<file path="src/rtl/pixie_pkg.sv">
// Shared definitions for the CDP1802 / CDP1861 Pixie DMA path.
// Latency: n/a (types and constants only).
// Backpressure: n/a.
package pixie_pkg;

    // CDP1802 state codes as seen on the SC pins
    localparam logic [1:0] SC_FETCH = 2'b00;
    localparam logic [1:0] SC_EXEC  = 2'b01;
    localparam logic [1:0] SC_DMA   = 2'b10;
    localparam logic [1:0] SC_INT   = 2'b11;

    // clk_enable ticks per CDP1802 machine cycle
    localparam int CYCLE_LEN_DEF = 8;

    typedef enum logic [1:0] {
        ST_RUN = 2'd0,
        ST_DMA = 2'd1,
        ST_INT = 2'd2
    } dma_state_e;

endpackage

</file>
<file path="src/rtl/cdp1802_cycle_timer.sv">
// Tick counter for one stolen machine cycle, advanced only on clk_enable.
// Latency: last_o is combinational from the registered count.
// Backpressure: none; clk_enable low freezes the count.
//
// Ports: clk, reset (async active-low), clk_enable, busy_i (a stolen cycle is
// in progress), t_o (tick index 0..CYCLE_LEN-1), last_o (final tick of cycle).
module cdp1802_cycle_timer #(
    parameter int CYCLE_LEN = 8,
    parameter int TW        = $clog2(CYCLE_LEN)
) (
    input  logic          clk,
    input  logic          reset,
    input  logic          clk_enable,
    input  logic          busy_i,
    output logic [TW-1:0] t_o,
    output logic          last_o
);

    logic [TW-1:0] t_q;
    logic [TW-1:0] t_d;

    assign last_o = busy_i && (t_q == TW'(CYCLE_LEN - 1));
    assign t_o    = t_q;

    // Count parks at 0 while the CPU owns the bus, so every stolen cycle,
    // including a back-to-back one, starts from t = 0.
    always_comb begin
        t_d = t_q;
        if (!busy_i || last_o) begin
            t_d = '0;
        end else begin
            t_d = t_q + 1'b1;
        end
    end

    always_ff @(posedge clk or negedge reset) begin
        if (!reset) begin
            t_q <= '0;
        end else if (clk_enable) begin
            t_q <= t_d;
        end
    end

endmodule

</file>
<file path="src/rtl/cdp1802_dma_ctrl.sv">
// Steals CDP1802 machine cycles for Pixie DMA-out (S2) and interrupt (S3).
// Latency: SC/cpu_hold/mem_rd change one tick after the cpu_cycle_end tick.
// Backpressure: holds the CPU via cpu_hold; clk_enable low freezes all state.
//
// Ports: clk/reset/clk_enable; CPU side cpu_sc, cpu_cycle_end, ie_set,
// r0_load/r0_in, cpu_hold; Pixie side dma_req, int_req, SC, data_out,
// int_ack; memory side mem_addr, mem_rd, mem_data; status r0, ie.
module cdp1802_dma_ctrl
    import pixie_pkg::*;
#(
    parameter int CYCLE_LEN = CYCLE_LEN_DEF,
    parameter int RD_LAT    = 1
) (
    input  logic        clk,
    input  logic        reset,
    input  logic        clk_enable,
    input  logic [1:0]  cpu_sc,
    input  logic        cpu_cycle_end,
    input  logic        dma_req,
    input  logic        int_req,
    input  logic        ie_set,
    input  logic        r0_load,
    input  logic [15:0] r0_in,
    input  logic [7:0]  mem_data,
    output logic [1:0]  SC,
    output logic [7:0]  data_out,
    output logic [15:0] mem_addr,
    output logic        mem_rd,
    output logic        cpu_hold,
    output logic        int_ack,
    output logic [15:0] r0,
    output logic        ie
);

    localparam int TW = $clog2(CYCLE_LEN);

    dma_state_e    state_q;
    logic [1:0]    sc_q;
    logic [7:0]    data_q;
    logic [15:0]   addr_q;
    logic          rd_q;
    logic          hold_q;
    logic          ack_q;
    logic [15:0]   r0_q;
    logic          ie_q;

    logic [TW-1:0] t;
    logic          last;
    logic          go_dma;
    logic          go_int;
    logic          go_run;
    logic [15:0]   dma_addr_d;

    cdp1802_cycle_timer #(
        .CYCLE_LEN (CYCLE_LEN),
        .TW        (TW)
    ) u_timer (
        .clk        (clk),
        .reset      (reset),
        .clk_enable (clk_enable),
        .busy_i     (state_q != ST_RUN),
        .t_o        (t),
        .last_o     (last)
    );

    // Decision points: cpu_cycle_end in RUN, last tick of a stolen cycle.
    // DMA always wins over INT; INT never chains directly into INT.
    always_comb begin
        go_dma     = 1'b0;
        go_int     = 1'b0;
        go_run     = 1'b0;
        dma_addr_d = r0_q;
        unique case (state_q)
            ST_RUN: begin
                go_dma = cpu_cycle_end && dma_req;
                go_int = cpu_cycle_end && !dma_req && int_req && ie_q;
                go_run = !go_dma && !go_int;
                // A load on the same tick feeds straight into the DMA address
                dma_addr_d = r0_load ? r0_in : r0_q;
            end
            ST_DMA: begin
                go_dma     = last && dma_req;
                go_int     = last && !dma_req && int_req && ie_q;
                go_run     = last && !go_dma && !go_int;
                dma_addr_d = r0_q + 16'd1;
            end
            ST_INT: begin
                go_dma = last && dma_req;
                go_run = last && !dma_req;
            end
            default: go_run = 1'b1;
        endcase
    end

    always_ff @(posedge clk or negedge reset) begin
        if (!reset) begin
            state_q <= ST_RUN;
            sc_q    <= SC_FETCH;
            data_q  <= 8'h00;
            addr_q  <= 16'h0000;
            rd_q    <= 1'b0;
            hold_q  <= 1'b0;
            ack_q   <= 1'b0;
            r0_q    <= 16'h0000;
            ie_q    <= 1'b1;
        end else if (clk_enable) begin
            // Strobes last exactly one enabled tick
            rd_q   <= 1'b0;
            addr_q <= 16'h0000;
            ack_q  <= 1'b0;

            if (state_q == ST_RUN) begin
                if (r0_load) r0_q <= r0_in;
                if (ie_set)  ie_q <= 1'b1;
            end

            // Entering t = RD_LAT: the read data is valid now
            if (state_q == ST_DMA && t == TW'(RD_LAT - 1)) begin
                data_q <= mem_data;
            end

            if (state_q == ST_DMA && last) begin
                r0_q <= r0_q + 16'd1;
            end

            if (go_dma) begin
                state_q <= ST_DMA;
                sc_q    <= SC_DMA;
                hold_q  <= 1'b1;
                rd_q    <= 1'b1;
                addr_q  <= dma_addr_d;
            end else if (go_int) begin
                state_q <= ST_INT;
                sc_q    <= SC_INT;
                hold_q  <= 1'b1;
                ack_q   <= 1'b1;
                ie_q    <= 1'b0;
            end else if (go_run) begin
                state_q <= ST_RUN;
                sc_q    <= cpu_sc;
                hold_q  <= 1'b0;
            end
        end
    end

    assign SC       = sc_q;
    assign data_out = data_q;
    assign mem_addr = addr_q;
    assign mem_rd   = rd_q;
    assign cpu_hold = hold_q;
    assign int_ack  = ack_q;
    assign r0       = r0_q;
    assign ie       = ie_q;

endmodule

</file>
<file path="config.mk">
export PLATFORM = sky130hd
export DESIGN_NAME = cdp1802_dma_ctrl
export DESIGN_NICKNAME = d
export VERILOG_FILES = /design/src/rtl/pixie_pkg.sv /design/src/rtl/cdp1802_cycle_timer.sv /design/src/rtl/cdp1802_dma_ctrl.sv
export SDC_FILE = /design/constraint.sdc
export NUM_CORES = 1
export LEC_CHECK = 0
export ABC_AREA = 1
export BUFFER_PORTS_ARGS = -buffer_cell sky130_fd_sc_hd__buf_2
export CAP_MARGIN = 10
export CORE_MARGIN = 10
export CORE_UTILIZATION = 48
export CTS_CLUSTER_SIZE = 8
export DETAILED_ROUTE_END_ITERATION = 6
export PLACE_DENSITY = 0.76
export SLEW_MARGIN = 40
export SYNTH_ARGS = -nofsm -noshare
export SYNTH_HDL_FRONTEND = slang
export SYNTH_SLANG_ARGS = --single-unit
</file>
<file path="constraint.sdc">
create_clock -name clk -period 1.48 [get_ports clk]
set_input_delay 0.222 -clock clk [delete_from_list [all_inputs] [get_ports clk]]
set_output_delay 0.222 -clock clk [all_outputs]
set_load 0.1 [all_outputs]
</file>
=== Word-level counts from Yosys, hierarchy flattened ===
Cells that the tools add are included.

* Flip-flop bits (word level): 51
* Input port bits: 34
* Output and inout bits: 46
* Logic and storage cells: 70

* Add/sub/neg operators: 2
* Equality and inequality tests: 3
* Mux-type cells: 25
* Reductions and logical operators: 30

{| class="wikitable"
|+ Operators by type and width
! cell !! number
|-
| 2-to-1 mux 16 bit || 4
|-
| case mux 16 bit (2 select lines) || 1
|-
| adder 16 x 1 -> 16 bit, second input constant || 1
|-
| logical AND 1 bit || 14
|-
| 2-to-1 mux 2 bit || 6
|-
| 2-to-1 mux 1 bit || 10
|-
| logical NOT 1 bit || 6
|-
| AND reduction 2 bit || 3
|-
| case mux 1 bit (2 select lines) || 2
|-
| nonzero test 2 bit || 2
|-
| adder 3 x 1 -> 3 bit, second input constant || 1
|-
| equality test 3 bit, second input constant || 1
|-
| logical NOT 3 bit || 1
|-
| 2-to-1 mux 3 bit || 1
|-
| case mux 1 bit (3 select lines) || 1
|-
| nonzero test 3 bit || 1
|-
| equality test 2 x 1 -> 1 bit, second input constant || 1
|-
| equality test 2 bit, second input constant || 1
|-
| logical NOT 2 bit || 1
|-
| OR reduction 2 bit || 1
|-
| logical OR 1 bit || 1
|}

=== Longest topological paths before layout ===
Gate-level depths: netlist of run 1.

* Depth after elaboration: 11
* Gate-level depth with buffers: 12
* Gate-level depth less buffers: 11

=== By module ===
From an unflattened synthesis of run 1, not the netlist that was laid out.

* Cells, all modules: 430
* Area, all modules: 3079.2 µm²

{| class="wikitable"
|+ Modules (own cells, without submodules)
! module !! instances !! cells an instance !! area an instance (µm²) !! sequential area each (µm²)
|-
| cdp1802_dma_ctrl || 1 || 406 || 2897.8 || 1202.4
|-
| cdp1802_cycle_timer || 1 || 24 || 181.4 || 75.1
|}

=== Least setup slack after synthesis of run 1 ===
Ideal clock, no wire load.

* Path type: flip-flop to flip-flop
* Start: register r0_q[0], in the netlist r0[0]
* End: register addr_q[12], in the netlist mem_addr[12]
* Setup time: 0.120 ns
* Arrival: 2.040 ns
* Required time: 1.360 ns
* Setup slack: -0.680 ns
* Stages on the path, launching flop included: 9
* Buffers on the path: 0
* Period minus slack after synthesis: 2.160 ns
* Cells stage by stage: dfrtp_1 -> ha_1 -> nand2_1 -> nor2_1 -> nand4_1 -> nand3_1 -> nand2_1 -> nand2_1 -> nand2_1

* Word-level cells in the longest chain between the ends: 3

{| class="wikitable"
|+ RTL lines
! what !! line !! source
|-
| from (decl) || cdp1802_dma_ctrl.sv:44 || <nowiki>logic [15:0] r0_q;</nowiki>
|-
| from (signal assigned) || cdp1802_dma_ctrl.sv:113 || <nowiki>if (r0_load) r0_q <= r0_in;</nowiki>
|-
| from (signal assigned) || cdp1802_dma_ctrl.sv:123 || <nowiki>r0_q <= r0_q + 16'd1;</nowiki>
|-
| adder 16 x 1 -> 16 bit || cdp1802_dma_ctrl.sv:85 || <nowiki>dma_addr_d = r0_q + 16'd1;</nowiki>
|-
| case mux 16 bit (2 select lines) || cdp1802_dma_ctrl.sv:73 || <nowiki>unique case (state_q)</nowiki>
|-
| 2-to-1 mux 16 bit || cdp1802_dma_ctrl.sv:126 || <nowiki>if (go_dma) begin</nowiki>
|-
| to (signal assigned) || cdp1802_dma_ctrl.sv:131 || <nowiki>addr_q <= dma_addr_d;</nowiki>
|-
| to (decl) || cdp1802_dma_ctrl.sv:40 || <nowiki>logic [15:0] addr_q;</nowiki>
|}

Every way passes these cells.
A chain may end at the register's enable or synchronous reset.

=== Worst setup path in the final report of run 1 ===
* Start: register u_timer.t_q[1], in the netlist u_timer.t_o[1]
* End: register r0_q[4], in the netlist r0[4]

* Word-level cells in the longest chain between the ends: 5
* Elaborated cells between the ends (all ways): 6
* Those cells by class: eq/ne: 1; mux: 1; reduce/logical: 4

{| class="wikitable"
|+ RTL lines
! what !! line !! source
|-
| from (decl) || cdp1802_cycle_timer.sv:19 || <nowiki>logic [TW-1:0] t_q;</nowiki>
|-
| from (signal assigned) || cdp1802_cycle_timer.sv:40 || <nowiki>t_q <= t_d;</nowiki>
|-
| equality test 3 bit (*) || cdp1802_cycle_timer.sv:22 || <nowiki>assign last_o = busy_i && (t_q == TW'(CYCLE_LEN - 1));</nowiki>
|-
| logical AND 1 bit (*) || cdp1802_cycle_timer.sv:22 ||
|-
| logical AND 1 bit (*) || cdp1802_dma_ctrl.sv:122 || <nowiki>if (state_q == ST_DMA && last) begin</nowiki>
|-
| nonzero test 2 bit (no line) || - ||
|-
| AND reduction 2 bit (no line) || - ||
|}

Every way passes the cells marked *; elsewhere a longest branch is shown, timed or not.

==> results_dict.tcl, run 1 <==
set metrics [dict create \
    status "finished, violations left" \
    violations "setup timing" \
    arrival_ns 1.88 \
    port_buffers 79 \
    final_layout_size_suffix_gt1_frac 0.408 \
    die-area_um2 10200 \
    start_util 0.496 \
    cp_max_fo 7 \
    area_growth_pct 44.9 \
    diodes 0 \
    drc 0 \
    use_met2 0.352 \
    vias_per_cell 5.60 \
    io-pin-count 80 \
    grt_setup_unrepaired "yes" \
    clockBufferDepth 2 \
    grt-busiest-layer "met2" \
    htreeDepth 2 \
    overflow 0 \
    synth_edf_count 0 \
    die_x_um 101 \
    fmax_mhz 608 \
    core_area_um2 6350 \
    grt_pass1_wl_mm 16.9 \
    firstDrtPassIters 5 \
    rows 29 \
    vias 3553 \
    clock_skew_ns 0.0156 \
    grt_usage 0.201 \
    hp-class "primary input to flop" \
    cts_tree "done" \
    yosys_warnings 0 \
    grt_max_degree 32 \
    dp.cells 611 \
    synth-seq-cells 51 \
    instances_no_fill 634 \
    seq_area_um2 1330 \
    synth_area_per_cell_um2 7.15 \
    min_period_ns 1.64 \
    post-route-period-util 1.11 \
    antenna_left 0 \
    seq_area_frac_synth 0.405 \
    syn-cell-area_um2 3150 \
    synth_cells 441 \
    multi_input_area_um2 1980 \
    worstSetupStartpointType "flop" \
    fillers 480 \
    root_buffer "clkbuf_8" \
    setup_viol 45 \
    synth_nets 483 \
    cts.sinks 51 \
    wire_per_inst_um 16.9 \
    grt_pass1_vias 3525 \
    synth_ff_type "dfrtp_1" \
    place_hpwl_mm 7.29 \
    hold_viol 0 \
    cts.reportedPaths.clkPinSlew_ns 0.10 \
    drv_cap 0 \
    holdWs_ns 0.143 \
    grt_antenna_before_repair 0 \
    worstMarginPinSlew_ns 0.580 \
    crit_type "flop to flop" \
    dieHeight_um 101 \
    synth.top_cell.area_share 0.397 \
    dp_slack_ns -0.195 \
    drt-initial-drc-count 250 \
    yosys-top-cells-area "dfrtp_1 40%, nand2_1 16%, nor2_1 6.7%, nand3_1 6.2%, o21ai_0 4.9%" \
    cts-buffers-inserted 5 \
    finalWirelength_mm 10.7 \
    use_met3 0.0542 \
    yosysMostFrequentCell "nand2_1" \
    async_flop_share 1.00 \
    drv_slew 0 \
    yosys.area.top_type "dfrtp_1" \
    worstPathRequired_ns 1.71 \
    synth_cell_types 30 \
    nets 598 \
    setup_ws_ns -0.165 \
    slew_headroom 0.614 \
    critPathCaptureType "flop" \
    synthTopCellsByCount "132 x nand2_1, 56 x nor2_1, 50 x dfrtp_1, 39 x nand3_1, 32 x inv_1" \
    clk_latency_ns 0.32 \
    place_congestion 0.946 \
    grt_util_met1 0.232 \
]
-- area by class of cell --
type,instances,share of cell area
repair buffers,125,0.194
clock buffers,7,0.0167
well taps,77,0.0211
clock inverters,1,0.00657
inverters,37,0.0367
flip-flops and latches,51,0.291
multi-input cells,336,0.434
-- kinds of logic (layout without fill, tap and decap cells) --
| family | after synthesis | count (layout) | share of synthesized area |
|---|---|---|---|
| AOI/OAI and AO/OA | 77 | 77 | 0.133 |
| buffers and inverters | 54 | 170 | 0.0746 |
| xor gates and xnor gates | 5 | 5 | 0.0139 |
| adders and majority gates | 8 | 8 | 0.0318 |
| muxes | 9 | 9 | 0.0318 |
| and+or+nand+nor | 237 | 237 | 0.309 |
| DFF | 51 | 51 | 0.405 |
-- flip-flops by register name (all words and copies together) (netlist names) --
signal,flops
state_q,2
u_timer.t_o,3
mem_addr,16
data_out,8
mem_rd,1
cpu_hold,1
ie,1
r0,16
int_ack,1
SC,2
-- metal layers --
metal  vias up  part of all wire
li1       1664                 -
met1      1646              0.38
met2       199              0.49
met3        44              0.10
met4         0             0.033
met5         -                 0
-- metrics by stage --
step	instance area [um2]	utilization	setup TNS, ns
after floorplan	3310	-	-0.779
after global placement	4010	0.631	-3.06
after detailed placement	4010	0.631	-5.54
after CTS	4380	0.689	-1.87
after global routing	4570	0.719	-7.56
final	4570	0.719	-3.65
-- timing repair --
item | in CTS | in global routing
setup buffers | 8 | 8
endpoints found under the setup margin | 46 | 51
pin swaps | 10 | 15
hold endpoints to repair | 15 | 0
resized for setup | 60 | 34
hold buffers | 1 | 0
-- worst max-delay path, stage by stage, from the launching register on --
cell and delay [ns]:
dfrtp_1 0.37, ha_2 0.20, ha_4 0.17, nand3_4 0.14
a21oi_4 0.26, buf_6 0.17, buf_6 0.11, nand3_2 0.05
o21ai_1 0.10
-- cell usage in the layout (no fill, tap or decap), types with 4 or more instances in the layout --
master / instances
a21oi_1: 23
a21oi_2: 6
a22oi_1: 4
buf_12: 8
buf_2: 76
buf_4: 30
buf_6: 9
clkbuf_8: 5
dfrtp_1: 34
dfrtp_2: 5
dfrtp_4: 11
ha_4: 4
inv_1: 26
inv_2: 5
mux2_4: 8
nand2_1: 119
nand2_2: 6
nand2_4: 8
nand3_1: 30
nand3_2: 8
nand4_1: 5
nor2_1: 42
nor2_2: 10
nor2_4: 5
o21ai_0: 19
o21ai_1: 11
o21ai_2: 5
xor2_1: 4
-- final timing paths --
kind                                start            to  slack [ns]  depth (start not counted)
max                        u_timer.t_o[1]         r0[4]       -0.16                          8
min                           mem_data[0]   data_out[0]        0.14                          2
max reg2reg                u_timer.t_o[1]         r0[4]       -0.16                          8
min reg2reg                  mem_addr[12]  mem_addr[12]        0.49                          2
max in group asynchronous           reset    state_q[0]        0.44                          4
min in group asynchronous           reset  mem_addr[10]        0.35                          2
Power of run 1 is left out: the tool's default activity adds up to more than one toggle a clock period on the data nets, which glitch-free logic cannot reach.
==> inputs of run 2 (changes only) <==
Settings changed: MAX_ROUTING_LAYER set to met4.
==> results_dict.tcl, run 2 (synthesized netlist as in run 1, its figures left out) <==
set metrics [dict create \
    worstSetupStartpointType "flop" \
    drv_cap 0 \
    crit_type "flop to flop" \
    instances_no_fill 635 \
    most-common-layout-cells "116 x nand2_1, 73 x buf_2, 45 x nor2_1, 34 x dfrtp_1" \
    dieHeight_um 101 \
    hold_viol 0 \
    slew_headroom 0.634 \
    setup_viol 46 \
    port_buffers 79 \
    core_area_um2 6350 \
    grt_pass1_vias 3363 \
    htreeDepth 2 \
    root_buffer "clkbuf_8" \
    grt_setup_unrepaired "yes" \
    rows 29 \
    drt-initial-drc-count 258 \
    drc 0 \
    die_x_um 101 \
    fmax_mhz 587 \
    fillers 489 \
    clk_latency_ns 0.32 \
    violations "setup timing" \
    final_layout_size_suffix_gt1_frac 0.405 \
    grt_antenna_before_repair 0 \
    clockBufferDepth 2 \
    clock_skew_ns 0.0129 \
    dp.cells 608 \
    worstMarginPinSlew_ns 0.550 \
    wire_per_inst_um 16.7 \
    cts.sinks 51 \
    final_common_cell "nand2_1" \
    cts-buffers-inserted 5 \
    area_growth_pct 44.9 \
    place_hpwl_mm 7.37 \
    vias 3578 \
    vias_per_cell 5.63 \
    drv_slew 0 \
    cts.reportedPaths.clkPinSlew_ns 0.10 \
    finalWirelength_mm 10.6 \
    arrival_ns 1.91 \
    min_period_ns 1.70 \
    cts_tree "done" \
    firstDrtPassIters 5 \
    cp_max_fo 8 \
    overflow 0 \
    setup_ws_ns -0.224 \
    post-route-period-util 1.15 \
    start_util 0.496 \
    diodes 0 \
    grt_max_degree 32 \
    grt_usage 0.197 \
    status "finished, violations left" \
    nets 599 \
    die-area_um2 10200 \
    io-pin-count 80 \
    worstPathRequired_ns 1.69 \
    final_core_util 0.719 \
    grt_pass1_wl_mm 16.0 \
    critPathCaptureType "flop" \
    antenna_left 0 \
    r2r_slack_ns -0.22 \
    place_congestion 0.953 \
    hp-class "primary input to flop" \
]
run 2: cell count changes in the layout (fill, tap and decap cells not counted), sizes merged:
cell,delta
buf,-4
bufinv,-1
clkbuf,+3
clkinv,+2
inv,+1
run 2: worst max-delay path, stage by stage, from the launching register on:
cell      delay (ns)
dfrtp_1         0.38
ha_2            0.20
ha_4            0.16
nand3_4         0.11
a21oi_4         0.25
clkinv_4        0.15
buf_8           0.17
a21oi_2         0.13
a22oi_2         0.06
run 2: layout make-up:
cell class / instances / area (um2) / share of cell area
multi-input combinational: 336 / 1980 / 0.435
sequential: 51 / 1330 / 0.291
timing repair buffer: 125 / 905 / 0.198
inverter: 37 / 161 / 0.0353
tap: 77 / 96.3 / 0.0211
clock buffer: 6 / 72.6 / 0.0159
clock inverter: 2 / 12.5 / 0.00274
timing repair inverter: 1 / 6.26 / 0.00137
run 2: per-layer routing:
metal  GRT usage  vias up  wire (um)
met1       0.241     1693       4270
met4      0.0611        0        273
met3      0.0535       31        891
li1            -     1667          -
met2       0.310      187       5150
met5           -        -          0
run 2: path summary, 6_finish.rpt:
kind                                start     endpoint  cells past startpoint
min in group asynchronous           reset        r0[2]                      2
setup / recovery           u_timer.t_o[0]       r0[12]                      8
setup reg to reg           u_timer.t_o[0]       r0[12]                      8
hold reg to reg               mem_addr[0]  mem_addr[0]                      2
hold / removal                mem_data[4]  data_out[4]                      2
max in group asynchronous           reset  mem_addr[5]                      4
run 2: through the flow:
stage / setup WS (ns) / TNS, ns / hold slack, ns / area, um2
detailed placement: -0.200 / -6.12 / 0.162 / 3990
global placement: -0.0883 / -2.88 / 0.159 / 3990
global route: -0.286 / -8.78 / 0.131 / 4570
finish: -0.224 / -4.87 / 0.137 / 4570
floorplan: -0.0903 / -0.779 / -0.0736 / 3310
CTS: -0.0985 / -2.36 / 0.129 / 4260
run 2: what timing repair did:
action | CTS | global route
pin swaps | 10 | 26
setup endpoints to repair | 46 | 53
hold buffers | 1 | 0
setup buffers | 6 | 12
cloned | 0 | 2
endpoints found under the hold margin | 14 | 0
resized for setup | 38 | 64
Power of run 2 is left out for the same reason.
